==> config.mk <==
export PLATFORM = sky130hd
export DESIGN_NAME = hms_clock
export DESIGN_NICKNAME = d
export VERILOG_FILES = /design/src/rtl/hms_pkg.sv /design/src/rtl/bcd2_counter.sv /design/src/rtl/hms_clock.sv
export SDC_FILE = /design/constraint.sdc
export NUM_CORES = 1
export LEC_CHECK = 0
export BUFFER_PORTS_ARGS = -buffer_cell sky130_fd_sc_hd__buf_2
export CAP_MARGIN = 30
export CORE_MARGIN = 2
export CORE_UTILIZATION = 52
export DETAILED_ROUTE_END_ITERATION = 8
export PLACE_DENSITY_LB_ADDON = 0.3
export SETUP_SLACK_MARGIN = 0.5
export SLEW_MARGIN = 20
export SYNTH_ARGS = -nofsm -noshare
export SYNTH_HDL_FRONTEND = slang
export SYNTH_SLANG_ARGS = --single-unit
==> constraint.sdc <==
create_clock -name clk -period 2.2 [get_ports clk]
set_input_delay 0.44 -clock clk [delete_from_list [all_inputs] [get_ports clk]]
set_output_delay 0.44 -clock clk [all_outputs]
set_load 0.01 [all_outputs]
==> src/rtl/hms_pkg.sv <==
`default_nettype none
// ============================================================================
//  Module      : hms_pkg
//  Description : Shared types, BCD limit constants and validity helpers for
//                the hms_clock time-of-day accumulator.
//                Contents:
//                  load_state_t - load FSM state encoding (IDLE, CHECK)
//                  *_MAX/_MIN   - packed-BCD limit constants
//                  bcd_ok       - both digits of a packed BCD byte are <= 9
//                  hm_ok        - hh:mm is a legal time for the hour mode
//                  time_ok      - hh:mm:ss is a legal time for the hour mode
//  Revision    : 1.0 - initial release
// ============================================================================
package hms_pkg;

    // One-hot style encoding so the unused codes (00, 11) can be detected
    // and steered back to IDLE.
    typedef enum logic [1:0] {
        IDLE  = 2'b01,
        CHECK = 2'b10
    } load_state_t;

    localparam logic [7:0] SEC_MAX  = 8'h59;
    localparam logic [7:0] MIN_MAX  = 8'h59;
    localparam logic [7:0] HR24_MAX = 8'h23;
    localparam logic [7:0] HR12_MAX = 8'h12;
    localparam logic [7:0] HR12_MIN = 8'h01;

    function automatic logic bcd_ok(input logic [7:0] b);
        return (b[7:4] <= 4'd9) && (b[3:0] <= 4'd9);
    endfunction

    // With both digits already known to be decimal, a plain unsigned compare
    // of the packed byte orders the same way as the decimal value.
    function automatic logic hm_ok(input logic [7:0] hh,
                                   input logic [7:0] mm,
                                   input logic       hours24);
        logic hr_ok;
        if (hours24)
            hr_ok = (hh <= HR24_MAX);
        else
            hr_ok = (hh >= HR12_MIN) && (hh <= HR12_MAX);
        return bcd_ok(hh) && bcd_ok(mm) && (mm <= MIN_MAX) && hr_ok;
    endfunction

    function automatic logic time_ok(input logic [7:0] hh,
                                     input logic [7:0] mm,
                                     input logic [7:0] ss,
                                     input logic       hours24);
        return hm_ok(hh, mm, hours24) && bcd_ok(ss) && (ss <= SEC_MAX);
    endfunction

endpackage
`default_nettype wire

==> src/rtl/bcd2_counter.sv <==
`default_nettype none
// ============================================================================
//  Module      : bcd2_counter
//  Description : Two-digit packed-BCD counter. Increments digit-wise (units
//                carry into tens at 9), wraps from MAX_VAL to WRAP_VAL and
//                reports the wrap on carry. A synchronous load has priority
//                over the increment and never produces a carry.
//  Ports       : clk      - clock, rising edge
//                rstn     - asynchronous active-low reset (value -> RST_VAL)
//                inc      - carry-in, advance by one this cycle
//                load     - replace the value with load_val
//                load_val - packed BCD value to load
//                value    - current packed BCD value
//                carry    - combinational carry-out, inc at MAX_VAL
//  Revision    : 1.0 - initial release
// ============================================================================
module bcd2_counter
    import hms_pkg::*;
#(
    parameter logic [7:0] MAX_VAL  = 8'h59,
    parameter logic [7:0] WRAP_VAL = 8'h00,
    parameter logic [7:0] RST_VAL  = 8'h00
) (
    input  logic       clk,
    input  logic       rstn,
    input  logic       inc,
    input  logic       load,
    input  logic [7:0] load_val,
    output logic [7:0] value,
    output logic       carry
);

    logic [7:0] value_q;
    logic [7:0] value_d;
    logic       at_max;

    assign at_max = (value_q == MAX_VAL);

    always_comb begin
        value_d = value_q;
        if (load) begin
            value_d = load_val;
        end else if (inc) begin
            if (at_max)
                value_d = WRAP_VAL;
            else if (value_q[3:0] == 4'd9)
                value_d = {value_q[7:4] + 4'd1, 4'd0};
            else
                value_d = {value_q[7:4], value_q[3:0] + 4'd1};
        end
    end

    always_ff @(posedge clk or negedge rstn) begin
        if (!rstn)
            value_q <= RST_VAL;
        else
            value_q <= value_d;
    end

    assign value = value_q;
    assign carry = inc & ~load & at_max;

endmodule
`default_nettype wire

==> src/rtl/hms_clock.sv <==
`default_nettype none
// ============================================================================
//  Module      : hms_clock
//  Description : Time-of-day accumulator in packed BCD (hh:mm:ss). Counts
//                one second per tick while run is high, accepts time loads
//                over a valid/ready port with a one-cycle validation stage,
//                and emits minute/day rollover pulses.
//                Optional feature macro: HMS_ALARM_EN - when defined, adds
//                an hh:mm alarm register and comparator driving alarm_hit;
//                when undefined, alarm_wr/alarm_time are ignored and
//                alarm_hit is tied low.
//  Parameters  : HOURS_24 - 1: hours 00..23, 0: hours 01..12
//  Ports       : clk, rstn          - clock, async active-low reset
//                tick, run          - one-second advance, count enable
//                load_valid/ready   - load handshake
//                load_time          - {hh,mm,ss} packed BCD to load
//                load_done/err      - one-cycle commit / reject pulses
//                alarm_wr/time      - alarm write, {hh,mm} packed BCD
//                hour, min, sec     - current time, packed BCD
//                min_carry          - pulse on ss 59->00
//                day_pulse          - pulse on the last-hour rollover
//                alarm_hit          - pulse one cycle after alarm match
//  Revision    : 1.0 - initial release
// ============================================================================
module hms_clock
    import hms_pkg::*;
#(
    parameter int HOURS_24 = 1
) (
    input  logic        clk,
    input  logic        rstn,
    input  logic        tick,
    input  logic        run,
    input  logic        load_valid,
    output logic        load_ready,
    input  logic [23:0] load_time,
    output logic        load_done,
    output logic        load_err,
    input  logic        alarm_wr,
    input  logic [15:0] alarm_time,
    output logic [7:0]  hour,
    output logic [7:0]  min,
    output logic [7:0]  sec,
    output logic        min_carry,
    output logic        day_pulse,
    output logic        alarm_hit
);

    localparam logic       HR24    = (HOURS_24 != 0);
    localparam logic [7:0] HR_MAX  = HR24 ? HR24_MAX : HR12_MAX;
    localparam logic [7:0] HR_WRAP = HR24 ? 8'h00    : HR12_MIN;
    localparam logic [7:0] HR_RST  = HR24 ? 8'h00    : HR12_MAX;

    // ------------------------------------------------------------------
    // Load FSM
    // ------------------------------------------------------------------
    load_state_t state_q;
    load_state_t state_d;
    logic [23:0] shadow_q;
    logic        shadow_ok;
    logic        accept;
    logic        commit_ok;
    logic        commit_bad;

    assign shadow_ok = time_ok(shadow_q[23:16], shadow_q[15:8], shadow_q[7:0], HR24);

    always_ff @(posedge clk or negedge rstn) begin
        if (!rstn)
            state_q <= IDLE;
        else
            state_q <= state_d;
    end

    always_comb begin
        state_d    = state_q;
        load_ready = 1'b0;
        accept     = 1'b0;
        commit_ok  = 1'b0;
        commit_bad = 1'b0;
        case (state_q)
            IDLE: begin
                load_ready = 1'b1;
                if (load_valid) begin
                    accept  = 1'b1;
                    state_d = CHECK;
                end
            end
            CHECK: begin
                commit_ok  = shadow_ok;
                commit_bad = ~shadow_ok;
                state_d    = IDLE;
            end
            default: state_d = IDLE;
        endcase
    end

    // load_time is captured only on accept; later changes are irrelevant.
    always_ff @(posedge clk or negedge rstn) begin
        if (!rstn)
            shadow_q <= 24'h000000;
        else if (accept)
            shadow_q <= load_time;
    end

    // ------------------------------------------------------------------
    // Time counters. A valid commit wins over a same-cycle tick; a
    // rejected commit lets the tick through.
    // ------------------------------------------------------------------
    logic step;
    logic sec_carry;
    logic min_wrap;
    logic hr_wrap;

    assign step = tick & run & ~commit_ok;

    bcd2_counter #(
        .MAX_VAL  (SEC_MAX),
        .WRAP_VAL (8'h00),
        .RST_VAL  (8'h00)
    ) u_sec (
        .clk      (clk),
        .rstn     (rstn),
        .inc      (step),
        .load     (commit_ok),
        .load_val (shadow_q[7:0]),
        .value    (sec),
        .carry    (sec_carry)
    );

    bcd2_counter #(
        .MAX_VAL  (MIN_MAX),
        .WRAP_VAL (8'h00),
        .RST_VAL  (8'h00)
    ) u_min (
        .clk      (clk),
        .rstn     (rstn),
        .inc      (sec_carry),
        .load     (commit_ok),
        .load_val (shadow_q[15:8]),
        .value    (min),
        .carry    (min_wrap)
    );

    bcd2_counter #(
        .MAX_VAL  (HR_MAX),
        .WRAP_VAL (HR_WRAP),
        .RST_VAL  (HR_RST)
    ) u_hour (
        .clk      (clk),
        .rstn     (rstn),
        .inc      (min_wrap),
        .load     (commit_ok),
        .load_val (shadow_q[23:16]),
        .value    (hour),
        .carry    (hr_wrap)
    );

    // Pulses registered so they line up with the new counter values.
    always_ff @(posedge clk or negedge rstn) begin
        if (!rstn) begin
            min_carry <= 1'b0;
            day_pulse <= 1'b0;
            load_done <= 1'b0;
            load_err  <= 1'b0;
        end else begin
            min_carry <= sec_carry;
            day_pulse <= hr_wrap;
            load_done <= commit_ok;
            load_err  <= commit_bad;
        end
    end

    // ------------------------------------------------------------------
    // Alarm
    // ------------------------------------------------------------------
`ifdef HMS_ALARM_EN
    logic [15:0] alarm_q;
    logic        armed_q;
    logic        stepped_q;
    logic        hit_q;

    // stepped_q marks that the time on display came from a tick, so a load
    // landing on the alarm time never fires it.
    always_ff @(posedge clk or negedge rstn) begin
        if (!rstn) begin
            alarm_q   <= 16'h0000;
            armed_q   <= 1'b0;
            stepped_q <= 1'b0;
            hit_q     <= 1'b0;
        end else begin
            if (alarm_wr && hm_ok(alarm_time[15:8], alarm_time[7:0], HR24)) begin
                alarm_q <= alarm_time;
                armed_q <= 1'b1;
            end
            stepped_q <= step;
            hit_q     <= stepped_q & armed_q & ({hour, min, sec} == {alarm_q, 8'h00});
        end
    end

    assign alarm_hit = hit_q;
`else
    logic unused_alarm;
    assign unused_alarm = ^{alarm_wr, alarm_time};
    assign alarm_hit    = 1'b0;
`endif

endmodule
`default_nettype wire

Word level (Yosys, flattened, before mapping):

Cells that the tools add are included.

* input port bits: 46
* register bits after elaboration: 54
* word-level logic and storage cells: 82
* output and inout bits: 30

* reductions and logical operators: 17
* $lt $le $gt $ge: 9
* muxes and demuxes: 19
* eq/ne operators: 9
* $add $sub $neg: 6
* bitwise logic cells: 10

Operators with widths (number)
* $mux W8: 12
* $add A4 B1 Y4 const B: 6
* $le A4 B4 Y1 const B: 6
* $eq A8 B7 Y1 const B: 2
* $le A8 B7 Y1 const B: 2
* $eq A4 B4 Y1 const B: 3
* $reduce_bool A3 Y1: 3
* $and A1 B1 Y1: 8
* $eq A8 B6 Y1 const B: 1
* $le A8 B6 Y1 const B: 1
* $logic_and A1 B1 Y1: 8
* $reduce_and A2 Y1: 3
* $reduce_bool A2 Y1: 3
* $mux W1: 5
* $mux W2: 2
* $eq A2 B1 Y1 const B: 1
* $eq A2 B2 Y1 const B: 1
* $ne A2 B2 Y1 const B: 1
* $not A1 Y1: 2

Depth between registers and ports, before layout:

Gate-level depths: netlist of the first run.

* depth in word-level cells: 16
* mapped depth: 8
* depth with buffers taken out: 7

Modules after synthesis:

A second synthesis of the first run with hierarchy kept.

* cells, all modules: 261
* area total of the unflattened synthesis: 2957.8 sq um

Modules (own cells, without submodules)
* hms_clock: cells each 75, area each 1239.9 sq um, times used 1, seq. area each 752.0 sq um
* bcd2_counter at u_min ...: cells each 63, area each 575.6 sq um, times used 2, seq. area each 200.2 sq um
* bcd2_counter at u_hour: cells each 60, area each 566.8 sq um, times used 1, seq. area each 200.2 sq um

Worst setup path before layout of the first run:

Ideal clock, no wire load.

* path type: register to register
* from: register u_sec.value_q[1] (netlist: u_sec.value[1])
* to: register u_hour.value_q[5] (netlist: u_hour.value[5])
* arrival: 1.740 ns
* slack: 0.339 ns
* cell stages (with the launch flop): 8
* data required time: 2.079 ns
* cells stage by stage: dfrtp_1 -> inv_1 -> ha_1 -> nand4_1 -> nor2_2 -> nand2_1 -> o31a_1 -> o22a_1

* longest elaborated chain between the ends: 6

Ends and longest elaborated chain
* start: declaration: line bcd2_counter.sv:33 `logic [7:0] value_q;`
* start signal: assignment: line bcd2_counter.sv:57 `value_q <= value_d;`
* $eq A8 B7 Y1: line bcd2_counter.sv:37 `assign at_max = (value_q == MAX_VAL);`
* $and A1 B1 Y1 (3 in series): line bcd2_counter.sv:61 `assign carry = inc & ~load & at_max;`
* $reduce_bool A2 Y1 (no line)
* $reduce_and A2 Y1 (no line)
* end signal: assignment: line bcd2_counter.sv:57
* end: declaration: line bcd2_counter.sv:33

No other way between the ends.
A chain may end at the register's enable or synchronous reset.

Worst setup path after layout of the first run:

* from: register u_min.value_q[1] (netlist: u_min.value[1])
* to: register u_hour.value_q[1] (netlist: u_hour.value[1])

* longest elaborated chain between the ends: 3

Ends and longest elaborated chain (line)
* start: declaration: bcd2_counter.sv:33
* start signal: assignment: bcd2_counter.sv:57
* $eq A8 B7 Y1: bcd2_counter.sv:37
* $and A1 B1 Y1: bcd2_counter.sv:61
* $reduce_bool A2 Y1 (no line)

No other way between the ends.

==> impl_results.md, run 1 <==
* Setup TNS at 0 ns
* Vias per cell at 5.459
* Drt drc at 0
* Actual slew at the worst max-slew pin at 0.6636 ns
* Grt total ovfl at 0
* CTS Sinks at 54
* Routed len/inst at 15.79 um
* Yosys warns at 0
* 1st-iter DRT viols at 168
* Buffer and inverter count on the worst path at 2
* Maxcap violations at 0
* N_diodes at 0
* Layout cells sized above 1 at 34.79%
* Tmin final at 1.856 ns
* Async SR Flop Fraction at 100.0%
* Clock slew at reported path FFs at 0.10 ns
* Commonest non-fill, non-tap cell in the layout: nand2_1
* Largest family of logic cells by synthesized area: simple AND/OR/NAND/NOR gates
* Maximum vdd drop at 0.5525 mV
* Hold WS at 0.2343 ns
* Initial antenna violation count at 0
* Worst path depth at 8
* Final layout net count at 443
* Complex-gate fraction of the synthesized area at 12.03%
* Global placer's final weighted congestion at 0.7928
* Worst Skew at 0.01068 ns
* Synth area leaders: dfrtp_1, nand2_1, ha_1
* Skew-Pair Late Insertion Delay at 0.31 ns
* Total GRT Usage at 23.64%
* Setup WS pre-CTS at 0.2973 ns
* Synth unique cells at 44
* Max Fclk at 538.8 MHz
* Synthesis-stage register bit count at 54
* Worst EP required at 2.45 ns
* Highest cell delay on the worst timing path at 0.40 ns
* Cells along the critical path: inv_1 -> ha_1 -> and3b_2 -> nand4_1 -> buf_4 -> nor4_2 -> a21oi_1 -> o21ai_2
* Core Box Area at 5140 um2
* Largest net degree at the start of global routing at 55
* Clock buffer depth at 2
* Synth Instances at 306
* Overall power at 3.908 mW
* Crit Path Max Fanout at 6
* Die Y at 77.07 um
* Vias at 2,500
* Most frequent cells in the layout: nand2_1, buf_2, dfrtp_1
* Synth Area in XOR/XNOR at 0.9464%
* Number of global-route vias before repair at 2,249
* Final Core Density at 70.76%
* Adder-cell share of the synthesized area at 4.507%
* Seq/Total Area, Yosys at 48.72%
* Multi-input combinational cell area at 1446 um2
* Initial DRT Pass Iterations at 5
* Mapped Area at 2776 um2
* Layout Cells excl Fill at 458
* Syn_area_per_cell at 9.073 um2
* Synth Area in Simple Gates at 26.77%
* Slew HR at 55.76%
* Final period utilization at 84.37%
* HP Class: input pin to async pin
* Layout fillers at 414
* Die area at 5940 um2
* Dominant delay contributor by cell family on the critical path: simple AND/OR/NAND/NOR gates
* Met2 usage at 39.74%
* FP Rows at 26
* Syn_nets at 362
* Pwr dens at 1075 nW/um2
* Root Buffer: clkbuf_8
* RSZ-0062 raised after global routing: true
* Status: finished, final reports clean
* Register Area at 1354 um2
* First-pass GRT wire length at 10.89 mm
* CTS Buf Count at 5
* Yosys top cell area share at 47.77%
* GRT busiest layer: met2
* Starting Density at 54.02%
* Chip width at 77.07 um
* Multiplexer share of the synthesized area at 2.524%
* M3 GR Usage at 4.706%
* Fin. Hold Viols at 0
* Final instance area at 3637 um2
* GR Layer Usage met1 at 30.95%
* Ports at 76
* Slew Viols, Final at 0
* R2R depth at 8
* Main flop type after synthesis: dfrtp_1
* H-Tree Depth at 2
* CP arrival at 2.10 ns
* Leakage at 1.772 nW
* Final ANT Viol Nets at 0
* CP Launch Type: flop
* Synth area leader: dfrtp_1
* Total Wirelength at 7.232 mm
* P&R area growth vs syn at 31.01%
* Placed cells at 425
* # port buffers at 57
* Endpoints failing setup at 0
* Hpwl dp at 4.107 mm
* EDFF count, synth at 0
* CTS tree: done
* Final Worst Setup Slack at 0.3439 ns
* Placed cell area at 3117 um2
* CP endpoint kind: flop
* Critical path class: flop to flop
* Slowest-stage cell, CP: dfrtp_1
report_power, final:
part           switching (mW)  internal (mW)
clock                   0.328          0.485
combinational           0.790          0.703
sequential              0.339           1.26
final timing paths:
| check | startpoint | endpoint | slack, ns |
|---|---|---|---|
| min in group clk | load_time[0] | shadow_q[0] | 0.31 |
| max reg2reg | u_min.value[1] | u_hour.value[1] | 0.34 |
| min | rstn | min_carry | 0.23 |
| max | u_min.value[1] | u_hour.value[1] | 0.34 |
| min reg2reg | shadow_q[12] | u_min.value[4] | 0.50 |
| max in group asynchronous | rstn | u_min.value[0] | 1.48 |
per-layer routing:
| layer | up-vias | share of wire (%) |
|---|---|---|
| met5 | - | 0 |
| met3 | 9 | 5.7 |
| met4 | 0 | 1.4 |
| met2 | 96 | 51 |
| met1 | 1194 | 42 |
| li1 | 1201 | - |
state kept, by name, summed over array words and instances, names as in the netlist:
| register | count |
|---|---|
| day_pulse | 1 |
| load_done | 1 |
| load_err | 1 |
| min_carry | 1 |
| shadow_q | 24 |
| state_q | 2 |
| u_hour.value | 8 |
| u_min.value | 8 |
| u_sec.value | 8 |
kinds of logic (layout without fill, tap and decap cells):
logic type      Yosys count  count (layout)
buf+inv                  20             102
other cells               1               1
fa+ha+maj                10              10
compound gates           47              47
xor+xnor                  3               3
mux                       7               7
flops                    54              54
simple gates            164             164
final cells by class:
class	instances	share of cell area [%]
Tap cell	70	2.408
Inverter	8	1.548
Timing Repair inverter	4	1.582
Clock buffer	6	2.270
Multi-Input combinational cell	232	39.77
Timing Repair Buffer	82	13.55
Sequential cell	54	37.22
Clock inverter	2	1.651
cell usage after synthesis, types with 2 or more instances:
library cell  count
nand2_1          98
dfrtp_1          53
nor2_1           20
o21ai_2          12
ha_1             10
nand3_1           8
nor3_1            8
o21ai_0           8
a21oi_1           7
mux2i_1           7
nor4_1            7
clkbuf_1          6
inv_1             6
and3b_1           5
buf_6             5
a22oi_1           4
nor2b_1           4
o211ai_1          3
o21a_1            3
xor2_1            3
a211oi_1          2
a21o_1            2
nand3b_1          2
nand4_1           2
nor3b_1           2
worst reg2reg max path: cells and delay by family, from the launching register on:
family / cells / cell delay (ns)
compound gates: 2 / 0.22
flops: 1 / 0.40
buf+inv: 2 / 0.29
fa+ha+maj: 1 / 0.16
simple gates: 3 / 0.73
timing repair:
item                       4_1_cts  5_1_grt
setup endpoints to repair       27       27
pin swaps                        8        9
cloned                           4        0
buffers inserted                15        6
hold buffers                     0        0
resized for setup               18       11
Note: power is estimated with default switching activity, not from simulation.
==> inputs of run 2 (changes only) <==
--- a/config.mk
+++ b/config.mk
@@ -8,7 +8,7 @@
 export BUFFER_PORTS_ARGS = -buffer_cell sky130_fd_sc_hd__buf_2
 export CAP_MARGIN = 30
 export CORE_MARGIN = 2
-export CORE_UTILIZATION = 52
+export CORE_UTILIZATION = 47
 export DETAILED_ROUTE_END_ITERATION = 8
 export PLACE_DENSITY_LB_ADDON = 0.3
 export SETUP_SLACK_MARGIN = 0.5
==> constraint.sdc (replaced) <==
create_clock -name clk -period 1.7 [get_ports clk]
set_input_delay 0.34 -clock clk [delete_from_list [all_inputs] [get_ports clk]]
set_output_delay 0.34 -clock clk [all_outputs]
set_load 0.01 [all_outputs]
==> run 2 against run 1 <==
  * The flow now finishes with violations (setup timing)
  * Routed wire length is 17% higher
  * Largest cell class unchanged
  * Power is 60% higher
  * Combinational power is 120% higher
  * Maximum frequency is 2.6% lower
  * Critical endpoint is now u_sec.value[0]
  * Non-clock buffer count is 55 higher
  * Critical path depth is 1 lower
  * Critical path type unchanged
==> impl_results.md, run 2 (synthesis gave the netlist of run 1 again) <==
* Status: finished, violations left
* Violated checks: setup timing
* FP Rows at 27 (+3.8%)
* N_diodes at 0 (unchanged)
* Maximum vdd drop at 0.7316 mV (+32%)
* Hold WS at 0.2166 ns (-0.01769 ns)
* Setup TNS at -3.769 ns (-3.769 ns)
* Final instance area at 4425 um2 (+22%)
* Register name with the most flops: shadow_q
* Global placer's final weighted congestion at 0.8655 (+9.2%)
* Tmin final at 1.906 ns (+0.05034 ns)
* Vias at 2,768 (+11%)
* CP endpoint kind: flop
* CTS Buf Count at 5 (unchanged)
* HP Class: input pin to flop
* Initial DRT Pass Iterations at 4 (-1)
* R2R setup slack at -0.21 ns (-0.55 ns)
* CP arrival at 2.14 ns (+0.04 ns)
* Total Wirelength at 8.441 mm (+17%)
* Endpoints failing setup at 27 (+27)
* Slew Viols, Final at 0 (unchanged)
* P&R area growth vs syn at 59.40%
* Vias per cell at 5.385 (-1.3%)
* Pwr dens at 1414 nW/um2 (+32%)
* Final Worst Setup Slack at -0.2064 ns (-0.5503 ns)
* Initial antenna violation count at 0 (unchanged)
* Root Buffer: clkbuf_8
* Core Box Area at 5608 um2 (+9.1%)
* Final period utilization at 112.1% (+28 points)
* 1st-iter DRT viols at 190 (+13%)
* CTS tree: done
* Seq pwr share at 31.5% (-9.5 points)
* Die area at 6538 um2 (+10%)
* Final Core Density at 78.92% (+8.2 points)
* Maxcap violations at 0 (unchanged)
* Starting Density at 49.51% (-4.5 points)
* Slowest-stage cell, CP: or4_4
* Placed cell area at 3540 um2 (+14%)
* Internal Dissipation at 4.014 mW (+64%)
* Die Y at 80.86 um (+4.9%)
* H-Tree Depth at 2 (unchanged)
* Hpwl dp at 4.839 mm (+18%)
* Number of global-route vias before repair at 2,664 (+18%)
* Max Fclk at 524.5 MHz (-2.6%)
* Fin. Hold Viols at 0 (unchanged)
* RSZ-0062 raised after global routing: true
* Clock buffer depth at 2 (unchanged)
* Layout cells sized above 1 at 48.42% (+14 points)
* R2R depth at 7 (-1)
* Dominant delay contributor by cell family on the critical path: simple AND/OR/NAND/NOR gates
* Routed len/inst at 16.42 um (+4.0%)
* Final layout net count at 497 (+12%)
* Buffer and inverter count on the worst path at 2 (unchanged)
* Net Sw Power at 2.243 mW (+54%)
* First-pass GRT wire length at 12.20 mm (+12%)
* Largest register FFs at 24 (unchanged)
* CTS Sinks at 54 (unchanged)
* Commonest non-fill, non-tap cell in the layout: nand2_1
* Layout fillers at 336 (-19%)
* CP Launch Type: flop
* Chip width at 80.86 um (+4.9%)
* Highest cell delay on the worst timing path at 0.57 ns (+0.17 ns)
* Ports at 76 (unchanged)
* Crit Path Max Fanout at 8 (+2)
* Largest net degree at the start of global routing at 35 (-36%)
* # port buffers at 57 (unchanged)
* Leakage at 2.145 nW (+21%)
* Grt total ovfl at 0 (unchanged)
* Worst EP required at 1.94 ns (-0.51 ns)
* Most frequent cells in the layout: nand2_1, dfrtp_1, buf_4
* Sw frac at 35.85% (-1.4 points)
* Critical path class: flop to flop
* Final ANT Viol Nets at 0 (unchanged)
* Worst path depth at 7 (-1)
* Worst Skew at 0.006831 ns (-0.003847 ns)
* Overall power at 6.257 mW (+60%)
* Skew-Pair Late Insertion Delay at 0.31 ns (about the same)
* Clock slew at reported path FFs at 0.10 ns (about the same)
* Combinational power share at 51.6% (+13 points)
* Total GRT Usage at 24.01% (+0.37 points)
* Power share of the clock group at 16.9% (-3.9 points)
* Worst Hold Depth at 3
* Cells along the critical path: o31ai_2 -> nand3_1 -> or4_4 -> inv_8 -> buf_12 -> a211oi_2 -> nor2_1
* Drt drc at 0 (unchanged)
-- run 2: stage by stage --
| step | std cells | setup WS (ns) |
|---|---|---|
| 3_5_place_dp | 474 | -0.1506 |
| 4_1_cts | 499 | -0.08019 |
| 2_1_floorplan | 306 | -0.03751 |
| 5_1_grt | 514 | -0.2607 |
| 3_3_place_gp | 474 | -0.1155 |
| 6_report | 514 | -0.2064 |
-- run 2: per-layer routing --
metal  routed length, um  GRT usage [%]  share of wire (%)
met4                 156          7.458                1.8
met1                3522          31.65                 42
met5                   0              0                  0
met2                4359          40.50                 52
met3                 402          4.111                4.8
-- run 2: final timing paths --
path / start / to
worst max-delay path: shadow_q[19] / u_sec.value[0]
worst min-delay path: load_time[11] / shadow_q[11]
worst max register to register: shadow_q[19] / u_sec.value[0]
worst min register to register: shadow_q[8] / shadow_q[8]
max in group asynchronous: rstn / u_hour.value[1]
min in group asynchronous: rstn / shadow_q[18]
-- run 2: worst reg2reg max path, stage by stage (launching register included) --
cell and delay [ns]:
dfrtp_1 0.41, o31ai_2 0.27, nand3_1 0.15, or4_4 0.57, inv_8 0.13, buf_12 0.14
a211oi_2 0.04, nor2_1 0.13
-- run 2: timing repair --
action | in CTS | in global routing
cloned | 1 | 3
resized for setup | 68 | 41
pin swaps | 2 | 8
hold endpoints to repair | 19 | 0
setup endpoints to repair | 78 | 111
hold buffers | 1 | 0
setup buffers | 15 | 12
-- run 2: area by class of cell --
class | instances | area, um2 | area share [%]
Tap cell | 72 | 90.09 | 2.036
Clock inverter | 2 | 60.06 | 1.357
Timing Repair Buffer | 137 | 1194 | 26.97
Sequential cell | 54 | 1354 | 30.59
Clock buffer | 6 | 82.58 | 1.866
Timing Repair inverter | 2 | 20.02 | 0.4524
Inverter | 8 | 50.05 | 1.131
Multi-Input combinational cell | 233 | 1575 | 35.60
-- run 2: power groups by stage --
stage / Clock [mW] / Combinational, mW / Sequential, mW
floorplan: 0 / 0.978 / 2.09
global placement: 0 / 2.12 / 1.88
detailed placement: 0 / 2.20 / 1.90
CTS: 1.07 / 2.83 / 1.91
global route: 1.12 / 3.45 / 2.00
finish: 1.06 / 3.23 / 1.97
